### src/rtl/alu_arb_pkg.sv
// Shared types and constants for the ALU-sharing arbiter and its benches.
package alu_arb_pkg;

  localparam int WIDTH = 32;

  typedef enum logic [1:0] {
    IDLE = 2'd0,
    EXEC = 2'd1,
    RESP = 2'd2
  } arb_state_e;

  typedef struct packed {
    logic [WIDTH-1:0] op1;
    logic [WIDTH-1:0] op2;
    logic [6:0]       opcode;
    logic [2:0]       funct3;
    logic [6:0]       funct7;
  } alu_req_t;

  localparam logic [6:0] OPC_RTYPE = 7'b0110011;
  localparam logic [2:0] F3_ADD    = 3'b000;
  localparam logic [6:0] F7_ADD    = 7'b0000000;
  localparam logic [6:0] F7_SUB    = 7'b0100000;

endpackage

### src/rtl/rr_arbiter.sv
// Combinational round-robin arbiter: first valid index at or after ptr wins.
module rr_arbiter #(
  parameter  int NUM_REQ = 4,
  localparam int ID_W    = $clog2(NUM_REQ)
) (
  input  logic [NUM_REQ-1:0] req,
  input  logic [ID_W-1:0]    ptr,
  output logic [NUM_REQ-1:0] gnt,
  output logic [ID_W-1:0]    gnt_idx
);

  always_comb begin
    logic            found;
    logic [ID_W-1:0] k;
    gnt     = '0;
    gnt_idx = '0;
    found   = 1'b0;
    k       = '0;
    for (int i = 0; i < NUM_REQ; i++) begin
      k = ID_W'((int'(ptr) + i) % NUM_REQ);
      if (!found && req[k]) begin
        gnt[k]  = 1'b1;
        gnt_idx = k;
        found   = 1'b1;
      end
    end
  end

endmodule

### src/rtl/alu_share_arbiter.sv
// Time-shares one combinational ALU among NUM_REQ requesters; one transaction
// in flight: grant/latch (IDLE) -> ALU evaluate (EXEC) -> hold response (RESP).
module alu_share_arbiter #(
  parameter  int NUM_REQ = 4,
  parameter  int WIDTH   = 32,
  localparam int ID_W    = $clog2(NUM_REQ)
) (
  input  logic                     clk,
  input  logic                     rst,
  input  logic [NUM_REQ-1:0]       req_valid,
  output logic [NUM_REQ-1:0]       req_ready,
  input  logic [NUM_REQ*WIDTH-1:0] req_op1,
  input  logic [NUM_REQ*WIDTH-1:0] req_op2,
  input  logic [NUM_REQ*7-1:0]     req_opcode,
  input  logic [NUM_REQ*3-1:0]     req_funct3,
  input  logic [NUM_REQ*7-1:0]     req_funct7,
  output logic [NUM_REQ-1:0]       rsp_valid,
  input  logic [NUM_REQ-1:0]       rsp_ready,
  output logic [WIDTH-1:0]         rsp_result,
  output logic                     rsp_zero,
  output logic                     rsp_status,
  output logic [ID_W-1:0]          rsp_id,
  output logic [WIDTH-1:0]         alu_op1,
  output logic [WIDTH-1:0]         alu_op2,
  output logic [6:0]               alu_opcode,
  output logic [2:0]               alu_funct3,
  output logic [6:0]               alu_funct7,
  input  logic [WIDTH-1:0]         alu_result,
  input  logic                     alu_zero,
  input  logic                     alu_status
);
  import alu_arb_pkg::*;

  typedef struct packed {
    logic [WIDTH-1:0] op1;
    logic [WIDTH-1:0] op2;
    logic [6:0]       opcode;
    logic [2:0]       funct3;
    logic [6:0]       funct7;
  } issue_t;

  // Flat request buses viewed as per-requester packed arrays (same bit layout).
  logic [NUM_REQ-1:0][WIDTH-1:0] op1_a, op2_a;
  logic [NUM_REQ-1:0][6:0]       opc_a, f7_a;
  logic [NUM_REQ-1:0][2:0]       f3_a;

  assign op1_a = req_op1;
  assign op2_a = req_op2;
  assign opc_a = req_opcode;
  assign f3_a  = req_funct3;
  assign f7_a  = req_funct7;

  arb_state_e          state;
  logic [ID_W-1:0]     ptr, owner, gidx, ptr_nxt;
  logic [NUM_REQ-1:0]  gnt;
  issue_t              issue;
  logic                hs, done;

  rr_arbiter #(.NUM_REQ(NUM_REQ)) u_rr (
    .req     (req_valid),
    .ptr     (ptr),
    .gnt     (gnt),
    .gnt_idx (gidx)
  );

  assign req_ready = (state == IDLE) ? gnt : '0;
  assign hs        = |(req_valid & req_ready);
  assign done      = (state == RESP) && rsp_ready[rsp_id];
  assign ptr_nxt   = (gidx == ID_W'(NUM_REQ - 1)) ? '0 : gidx + ID_W'(1);

  always_comb begin
    rsp_valid = '0;
    if (state == RESP) rsp_valid[rsp_id] = 1'b1;
  end

  assign alu_op1    = issue.op1;
  assign alu_op2    = issue.op2;
  assign alu_opcode = issue.opcode;
  assign alu_funct3 = issue.funct3;
  assign alu_funct7 = issue.funct7;

  always_ff @(posedge clk) begin
    if (rst) begin
      state      <= IDLE;
      ptr        <= '0;
      owner      <= '0;
      issue      <= '0;
      rsp_result <= '0;
      rsp_zero   <= 1'b0;
      rsp_status <= 1'b0;
      rsp_id     <= '0;
    end else begin
      case (state)
        IDLE: if (hs) begin
          issue <= '{op1: op1_a[gidx], op2: op2_a[gidx], opcode: opc_a[gidx],
                     funct3: f3_a[gidx], funct7: f7_a[gidx]};
          owner <= gidx;
          ptr   <= ptr_nxt;
          state <= EXEC;
        end
        EXEC: begin
          rsp_result <= alu_result;
          rsp_zero   <= alu_zero;
          rsp_status <= alu_status;
          rsp_id     <= owner;
          state      <= RESP;
        end
        RESP: if (done) state <= IDLE;
        default: state <= IDLE;
      endcase
    end
  end

endmodule
### config.mk
export PLATFORM = sky130hd
export DESIGN_NAME = alu_share_arbiter
export DESIGN_NICKNAME = d
export VERILOG_FILES = /design/src/rtl/alu_arb_pkg.sv /design/src/rtl/rr_arbiter.sv /design/src/rtl/alu_share_arbiter.sv
export SDC_FILE = /design/constraint.sdc
export NUM_CORES = 1
export LEC_CHECK = 0
export ABC_AREA = 1
export CAP_MARGIN = 5
export CORE_AREA = 3 3 188 190
export DETAILED_ROUTE_END_ITERATION = 12
export DIE_AREA = 0 0 191 193
export RECOVER_POWER = 100
export SETUP_SLACK_MARGIN = 0.02
export SYNTH_ARGS = -nofsm -noshare
export SYNTH_HDL_FRONTEND = slang
export SYNTH_HIERARCHICAL = 1
export SYNTH_SLANG_ARGS = --single-unit
### constraint.sdc
create_clock -name clk -period 3.09 [get_ports clk]
set_clock_uncertainty 0.15 [all_clocks]
set_input_delay 0.7725 -clock clk [delete_from_list [all_inputs] [get_ports clk]]
set_output_delay 0.7725 -clock clk [all_outputs]
set_load 0.01 [all_outputs]
==> results of run 1 <==
==> sequential cells by signal, summed over array words and instances (netlist names) <==
| signal | cells |
|---|---|
| rsp_status | 1 |
| alu_opcode | 7 |
| alu_op1 | 32 |
| rsp_result | 32 |
| alu_funct7 | 7 |
| alu_op2 | 32 |
| owner | 2 |
| ptr | 2 |
| alu_funct3 | 3 |
| rsp_id | 2 |
| state | 2 |
| rsp_zero | 1 |
==> placed cells by master (no fill, tap or decap), types with 4 or more instances in the layout <==
cell type / Yosys / final
sky130_fd_sc_hd__nor2_1: 493 / 492
sky130_fd_sc_hd__a21oi_1: 8 / 7
sky130_fd_sc_hd__clkinv_4: 0 / 4
sky130_fd_sc_hd__o21ai_0: 234 / 235
sky130_fd_sc_hd__nor2_4: 1 / 4
sky130_fd_sc_hd__nand2_2: 2 / 5
sky130_fd_sc_hd__dlygate4sd3_1: 0 / 122
sky130_fd_sc_hd__dfxtp_1: 123 / 121
sky130_fd_sc_hd__ha_1: 6 / 5
sky130_fd_sc_hd__o21ai_1: 47 / 46
sky130_fd_sc_hd__clkbuf_2: 0 / 4
sky130_fd_sc_hd__nand3_2: 0 / 10
sky130_fd_sc_hd__buf_12: 0 / 12
sky130_fd_sc_hd__inv_1: 104 / 100
sky130_fd_sc_hd__nand3_1: 31 / 20
sky130_fd_sc_hd__nor3_1: 4 / 4
sky130_fd_sc_hd__buf_6: 2 / 4
sky130_fd_sc_hd__clkbuf_16: 0 / 17
sky130_fd_sc_hd__nand2_1: 191 / 187
sky130_fd_sc_hd__buf_4: 8 / 56
sky130_fd_sc_hd__clkdlybuf4s50_1: 0 / 362
==> kinds of logic (layout without fill, tap and decap cells) <==
family / count (synthesis) / after routing / share of synthesized area (%)
AO/OA/AOI/OAI: 293 / 293 / 19.0
adder cells (fa/ha/maj): 6 / 6 / 0.967
buffers and inverters: 201 / 707 / 11.1
flip-flops: 123 / 123 / 31.7
other: 0 / 2 / 0
AND/OR/NAND/NOR: 731 / 732 / 37.2
==> worst min-delay path: stages, from the launching register on <==
cell and delay [ns]:
sky130_fd_sc_hd__dfxtp_1 0.32, sky130_fd_sc_hd__nor2_1 0.04, sky130_fd_sc_hd__nor2_1 0.08
==> stage by stage <==
stage / power, mW / instances / cell area, µm² / util, %
finish: 15.2 / 2311 / 14300 / 42.4
global route: 17.0 / 2310 / 14200 / 42.4
CTS: 15.7 / 2305 / 14200 / 42.3
detailed placement: 13.4 / 2271 / 13600 / 40.3
global placement: 13.3 / 2271 / 13600 / 40.3
floorplan: 8.89 / 1354 / 7760 / -
==> layer usage <==
metal	track usage, %	up-vias	part of all wire, %
met5	0	-	0
met4	5.08	0	2.2
met3	5.53	34	8.2
met2	32.8	352	50
met1	19.7	4487	40
li1	-	5222	-
==> power breakdown <==
group | switching, mW | internal [mW] | total (mW)
logic | 6.20 | 4.51 | 10.7
clock network | 0.804 | 1.32 | 2.13
registers | 0.253 | 2.14 | 2.40
==> worst min-delay path by stage <==
stage                                      startpoint                          end  depth (start not counted)
after floorplan                 owner[0]$_SDFFE_PP0P_        owner[0]$_SDFFE_PP0P_                          4
after global placement    rsp_result[12]$_SDFFE_PP0N_  rsp_result[12]$_SDFFE_PP0N_                          2
after detailed placement  rsp_result[14]$_SDFFE_PP0N_  rsp_result[14]$_SDFFE_PP0N_                          2
after CTS                  rsp_result[0]$_SDFFE_PP0N_   rsp_result[0]$_SDFFE_PP0N_                          2
after global routing       rsp_result[5]$_SDFFE_PP0N_   rsp_result[5]$_SDFFE_PP0N_                          2
final                     rsp_result[23]$_SDFFE_PP0N_  rsp_result[23]$_SDFFE_PP0N_                          2
==> cell type report <==
type | instances | area [µm²] | area share [%]
Multi-Input combinational cell | 1031 | 4550 | 32.0
Inverter | 109 | 434 | 3.05
Sequential cell | 123 | 2460 | 17.3
Clock inverter | 12 | 163 | 1.14
Timing Repair Buffer | 566 | 5610 | 39.4
Tap cell | 448 | 561 | 3.93
Clock buffer | 20 | 457 | 3.20
Antenna cell | 2 | 5.00 | 0.0351
==> what timing repair did <==
action	in CTS	in global routing
resized for setup	32	19
setup buffers	1	4
setup endpoints to repair	5	5
cloned	1	0
pin swaps	5	8
hold endpoints to repair	0	0
==> metrics, run 1 <==
WP data required=2.17 ns; most common cell in the synthesized netlist=sky130_fd_sc_hd__nor2_1; buffer levels on the longest clock path=2; wire length per cell after detailed routing=15.1 µm; area of the core=about 34000 µm²; sort of element at the start of the critical path=flop; CTS tree=yes; stages on the worst setup path=11; area grow syn2layout=83.6%; maximum number of pins on one net before global-route repair=62; Crit-path slowest cell=sky130_fd_sc_hd__dfxtp_2; final max-slew violation count=0; vias in the first global route=just under 10000; cell type group with the largest total delay on the critical path=simple AND/OR/NAND/NOR gates; maximum capacitance violations=0; cell area power density=between 1000 and 1500 nW/µm²; Net count, final=between 2000 and 2500; Async S/R FF share, synth=0%; total via count in the routed design=between 10000 and 15000; biggest area consumer among synthesized cells=sky130_fd_sc_hd__dfxtp_1; final critical-path required period=a little under 3 ns; Critical Setup Path Class=reg2out; status=completed; Worst-Skew Late Latency=between 0.4 and 0.5 ns; fillcell total=3526; Clock H-tree levels=4; synthesized instance count=between 1000 and 1500; number of nets with antenna violations after detailed routing=0; overall global routing resource usage=17.8%; gpl congestion=approximately 0.8; clk sink count=123; number of flip-flops and latches in the synthesized netlist=around 120; CTS clock-pin slew for the worst setup and hold paths=0.06 ns; worst-margin pin slew=approximately 1.0 ns; final-layout worst hold slack=between 0.3 and 0.4 ns; worst supply voltage drop on vdd=around 550 µV; total DRC errors in the routed layout=0; pre-CTS worst setup slack=-0.563 ns; number of distinct library cell variants in the gate-level netlist after synthesis=28; top fanout value on the critical path=4; Rel. slew slack=around a third; initial detailed-routing violation count=approximately 350; die area=36900 µm²; Top-Level Pins=493; GRT overflow=0; num rows=67; post-route setup slack=between 0.1 and 0.15 ns; layout cells sized above 1=between 8 and 9%; worst reg2reg setup slack=~0.27 ns; combined buffer and inverter count along the critical path=4; biggest area contributors in the synthesized netlist=sky130_fd_sc_hd__dfxtp_1, sky130_fd_sc_hd__nor2_1, sky130_fd_sc_hd__o21ai_0, sky130_fd_sc_hd__nand2_1, sky130_fd_sc_hd__inv_1; top cells by instance count after synthesis=sky130_fd_sc_hd__nor2_1, sky130_fd_sc_hd__o21ai_0, sky130_fd_sc_hd__nand2_1, sky130_fd_sc_hd__dfxtp_1, sky130_fd_sc_hd__inv_1; period utilization=96.4%; path type of the worst min-delay path=reg2reg; portion of the post-synthesis area used by sequential elements=approximately a third; source of the worst register-to-register timing path=ptr[1]$_SDFFE_PP0P_; horizontal die dimension=191 µm; crit path from=ptr[1]$_SDFFE_PP0P_; dominant synthesized flop cell=sky130_fd_sc_hd__dfxtp_1; combined area of all synthesized cells=7760 µm²; R2R Path End=alu_opcode[2]$_SDFFE_PP0P_; Mapped Avg Cell Area=roughly 5.7 µm²; setup repair after global routing missed its margin=no; Inserted Clock Buffers=17; detailed-placement wirelength estimate=roughly 27000 µm; initial cell density of the core=between 20% and 30%; height of the chip=slightly below 200 µm; TritonRoute pass-1 iters=5; global-route wire length before repair=51800 µm; antenna violations before repair=1; Critical Path Sink Type=primary output; highest clock frequency the design can meet=336 MHz; CP endpoint=req_ready[0]; ordered cell list for the critical path=bufinv_8, ha_4, inv_4, nand3_2, nand2_4, nor2_4, nand3_1, nand3_2, inv_1, nor2_1, clkbuf_1; setup violators final=0; Fin Setup TNS=0 ns; count of buffers inserted at the top-level ports=~500; final hold violation count=0; Post-CTS Hold Fix Bufs=0; maximum cell stage delay along the critical path=0.32 ns; net count after synthesis=~1700; count of warnings emitted by yosys=6; area share of the largest cell type after synthesis=31.7%; static leakage=around 6.3 nW; library cell appearing most often on the critical path=sky130_fd_sc_hd__nand3_2; Avg Vias per Cell=about 4.4; CTS root buffer=sky130_fd_sc_hd__clkbuf_16; CP arrival=2.06 ns; count of flip-flops with a built-in enable after synthesis=0; total length of routed wires=roughly 35000 µm; cell count of the worst reg-to-reg path=16
No activity file was read; power rests on OpenSTA's default activity.
==> run 2: changes to the inputs <==
--- a/config.mk
+++ b/config.mk
@@ -7,5 +7,5 @@
 export LEC_CHECK = 0
 export ABC_AREA = 1
-export CAP_MARGIN = 5
+export CAP_MARGIN = 15
 export CORE_AREA = 3 3 188 190
 export DETAILED_ROUTE_END_ITERATION = 12
--- a/constraint.sdc
+++ b/constraint.sdc
@@ -3,3 +3,3 @@
 set_input_delay 0.7725 -clock clk [delete_from_list [all_inputs] [get_ports clk]]
 set_output_delay 0.7725 -clock clk [all_outputs]
-set_load 0.01 [all_outputs]
+set_load 0.005 [all_outputs]
==> run 2 against run 1 <==
Total power fell by 2.8%. Sequential power barely moved. Wire length rose by 0.15%. Worst hold slack barely moved. Cell count fell by 0.43%. First-iteration DRC count fell by 6.5%. Non-clock buffer count fell by 10. Clock power fell by 9%.
==> metrics, run 2 (same netlist as run 1, synthesis figures left out) <==
status=completed; clock group share of total power=13.1% (-0.9 points); Net count, final=2212 (-0.45%); total via count in the routed design=10000 (-0.83%); commonest non-fill, non-tap cells in the layout=sky130_fd_sc_hd__nor2_1, sky130_fd_sc_hd__clkdlybuf4s50_1, sky130_fd_sc_hd__o21ai_0; TritonRoute pass-1 iters=5 (unchanged); CTS root buffer=sky130_fd_sc_hd__clkbuf_16; highest clock frequency the design can meet=332 MHz (-1.1%); final critical-path required period=3.01 ns (+0.0341 ns); antenna violations before repair=3 (+2); vias in the first global route=9670 (-0.27%); WP data required=2.17 ns (about the same); dpl cell area=13500 µm² (-0.13%); global-route wire length before repair=51800 µm (about the same); Inserted Clock Buffers=17 (unchanged); GRT overflow=0 (unchanged); worst supply voltage drop on vdd=506 µV (-8.2%); detailed-placement wirelength estimate=27100 µm (about the same); path type of the worst min-delay path=reg2reg; switching power of the nets=7.06 mW (-2.7%); Rel. slew slack=29.8% (-1.7 points); top fanout value on the critical path=4 (unchanged); setup violators final=0 (unchanged); maximum number of pins on one net before global-route repair=64 (+3.2%); Avg Vias per Cell=4.35 (-0.40%); initial cell density of the core=23.1% (unchanged); combinational fraction of design power=70.7% (+0.4 points); period utilization=97.5% (+1.1 points); switching share of power=47.7% (+0.054 points); setup repair after global routing missed its margin=yes; worst reg2reg setup slack=0.20 ns (-0.07 ns); final hold violation count=0 (unchanged); total DRC errors in the routed layout=0 (unchanged); wire length per cell after detailed routing=15.2 µm (+0.59%); overall global routing resource usage=17.7% (-0.040 points); Clock H-tree levels=4 (unchanged); Post-CTS Hold Fix Bufs=0 (unchanged); CTS tree=yes; die area=36900 µm² (unchanged); final-layout worst hold slack=0.326 ns (-0.000133 ns); total length of routed wires=34900 µm (+0.15%); number of nets with antenna violations after detailed routing=0 (unchanged); initial detailed-routing violation count=330 (-6.5%); layout cells sized above 1=7.57% (-0.44 points); internal power=7.74 mW (-2.9%); Flop pwr share=16.2% (+0.5 points); most common library cell in the layout ignoring fill and taps=sky130_fd_sc_hd__nor2_1; cell area power density=1050 nW/µm² (-2.3%); Critical Setup Path Class=reg2out; CP arrival=2.09 ns (+0.03 ns); Critical Path Sink Type=primary output; final max-slew violation count=0 (unchanged); clk sink count=123 (unchanged); area grow syn2layout=82.5%; maximum capacitance violations=0 (unchanged); gpl congestion=0.795 (-1.6%); Top-Level Pins=493 (unchanged); area of the core=33600 µm² (unchanged); num rows=67 (unchanged); CTS clock-pin slew for the worst setup and hold paths=0.07 ns (about the same); static leakage=6.27 nW (-0.90%); worst-margin pin slew=1.05 ns (+0.0255 ns); sort of element at the start of the critical path=flop; height of the chip=193 µm (unchanged); horizontal die dimension=191 µm (unchanged); buffer levels on the longest clock path=2 (unchanged); count of buffers inserted at the top-level ports=492 (unchanged); design area=14200 µm² (-0.61%); Worst-Skew Late Latency=0.41 ns (about the same)
run 2: cell count changes in the layout (fill, tap and decap cells not counted), sizes merged:
cell           delta
clkbuf            -6
bufinv            -2
clkinv            +3
clkdlybuf4s50     -1
diode             +1
dlygate4sd3       +1
buf               -7
clkdlybuf4s15     +1
run 2: per-layer routing:
| metal | up-vias | track usage (%) | wire [µm] | share of wire [%] |
|---|---|---|---|---|
| met5 | - | 0 | 0 | 0 |
| met4 | 0 | 5.31 | 720 | 2.1 |
| met3 | 32 | 5.79 | 3060 | 8.7 |
| met2 | 344 | 32.8 | 17600 | 50 |
| met1 | 4438 | 19.3 | 13500 | 39 |
| li1 | 5197 | - | - | - |
run 2: repair_timing:
action | in CTS | in global routing
gates resized for setup | 33 | 17
setup endpoints to repair | 5 | 7
setup buffers | 1 | 3
gates cloned | 1 | 0
pin swaps | 7 | 8
run 2: path summary, 6_finish.rpt:
kind,end,startpoint,cells after the start
worst max-delay path,req_ready[0],ptr[1]$_SDFFE_PP0P_,11
worst min-delay path,rsp_result[19]$_SDFFE_PP0N_,rsp_result[19]$_SDFFE_PP0N_,2
worst max register to register,alu_op2[19]$_SDFFE_PP0P_,ptr[1]$_SDFFE_PP0P_,18
worst min register to register,rsp_result[19]$_SDFFE_PP0N_,rsp_result[19]$_SDFFE_PP0N_,2
run 2: through the flow:
| stage | setup TNS, ns | setup WS (ns) | power, mW | utilization [%] | std cells |
|---|---|---|---|---|---|
| floorplan | 0 | 0.322 | 8.70 | - | 1354 |
| global placement | -27.20 | -0.490 | 13.1 | 40.3 | 2262 |
| detailed placement | -27.87 | -0.506 | 13.2 | 40.3 | 2262 |
| CTS | 0 | 0.0154 | 15.3 | 42.1 | 2295 |
| global route | -0.131 | -0.0619 | 16.5 | 42.1 | 2301 |
| finish | 0 | 0.0764 | 14.8 | 42.1 | 2301 |
run 2: worst max-delay path, cell delays in order, from the launching register on:
cell	delay, ns
sky130_fd_sc_hd__dfxtp_2	0.33
sky130_fd_sc_hd__bufinv_8	0.17
sky130_fd_sc_hd__ha_4	0.29
sky130_fd_sc_hd__inv_4	0.05
sky130_fd_sc_hd__nand3_2	0.07
sky130_fd_sc_hd__nand2_2	0.08
sky130_fd_sc_hd__nor2_4	0.19
sky130_fd_sc_hd__a21oi_2	0.08
sky130_fd_sc_hd__nand3_2	0.07
sky130_fd_sc_hd__inv_1	0.04
sky130_fd_sc_hd__nor2_1	0.09
sky130_fd_sc_hd__clkdlybuf4s15_2	0.21
run 2: layout make-up:
type,count,area (µm²)
inverter,109,432
timing repair buffer,556,5600
fill,3491,19400
antenna,3,7.51
clock inverter,13,121
clock buffer,18,429
multi-input combinational,1031,4560
tap,448,561
sequential,123,2460
run 2: power groups by stage:
stage	logic (mW)	clock network [mW]	registers [mW]
after floorplan	6.22	0	2.48
after global placement	10.7	0	2.43
after detailed placement	10.7	0	2.46
after CTS	10.9	2.01	2.43
after global routing	11.9	2.08	2.47
final	10.5	1.94	2.40
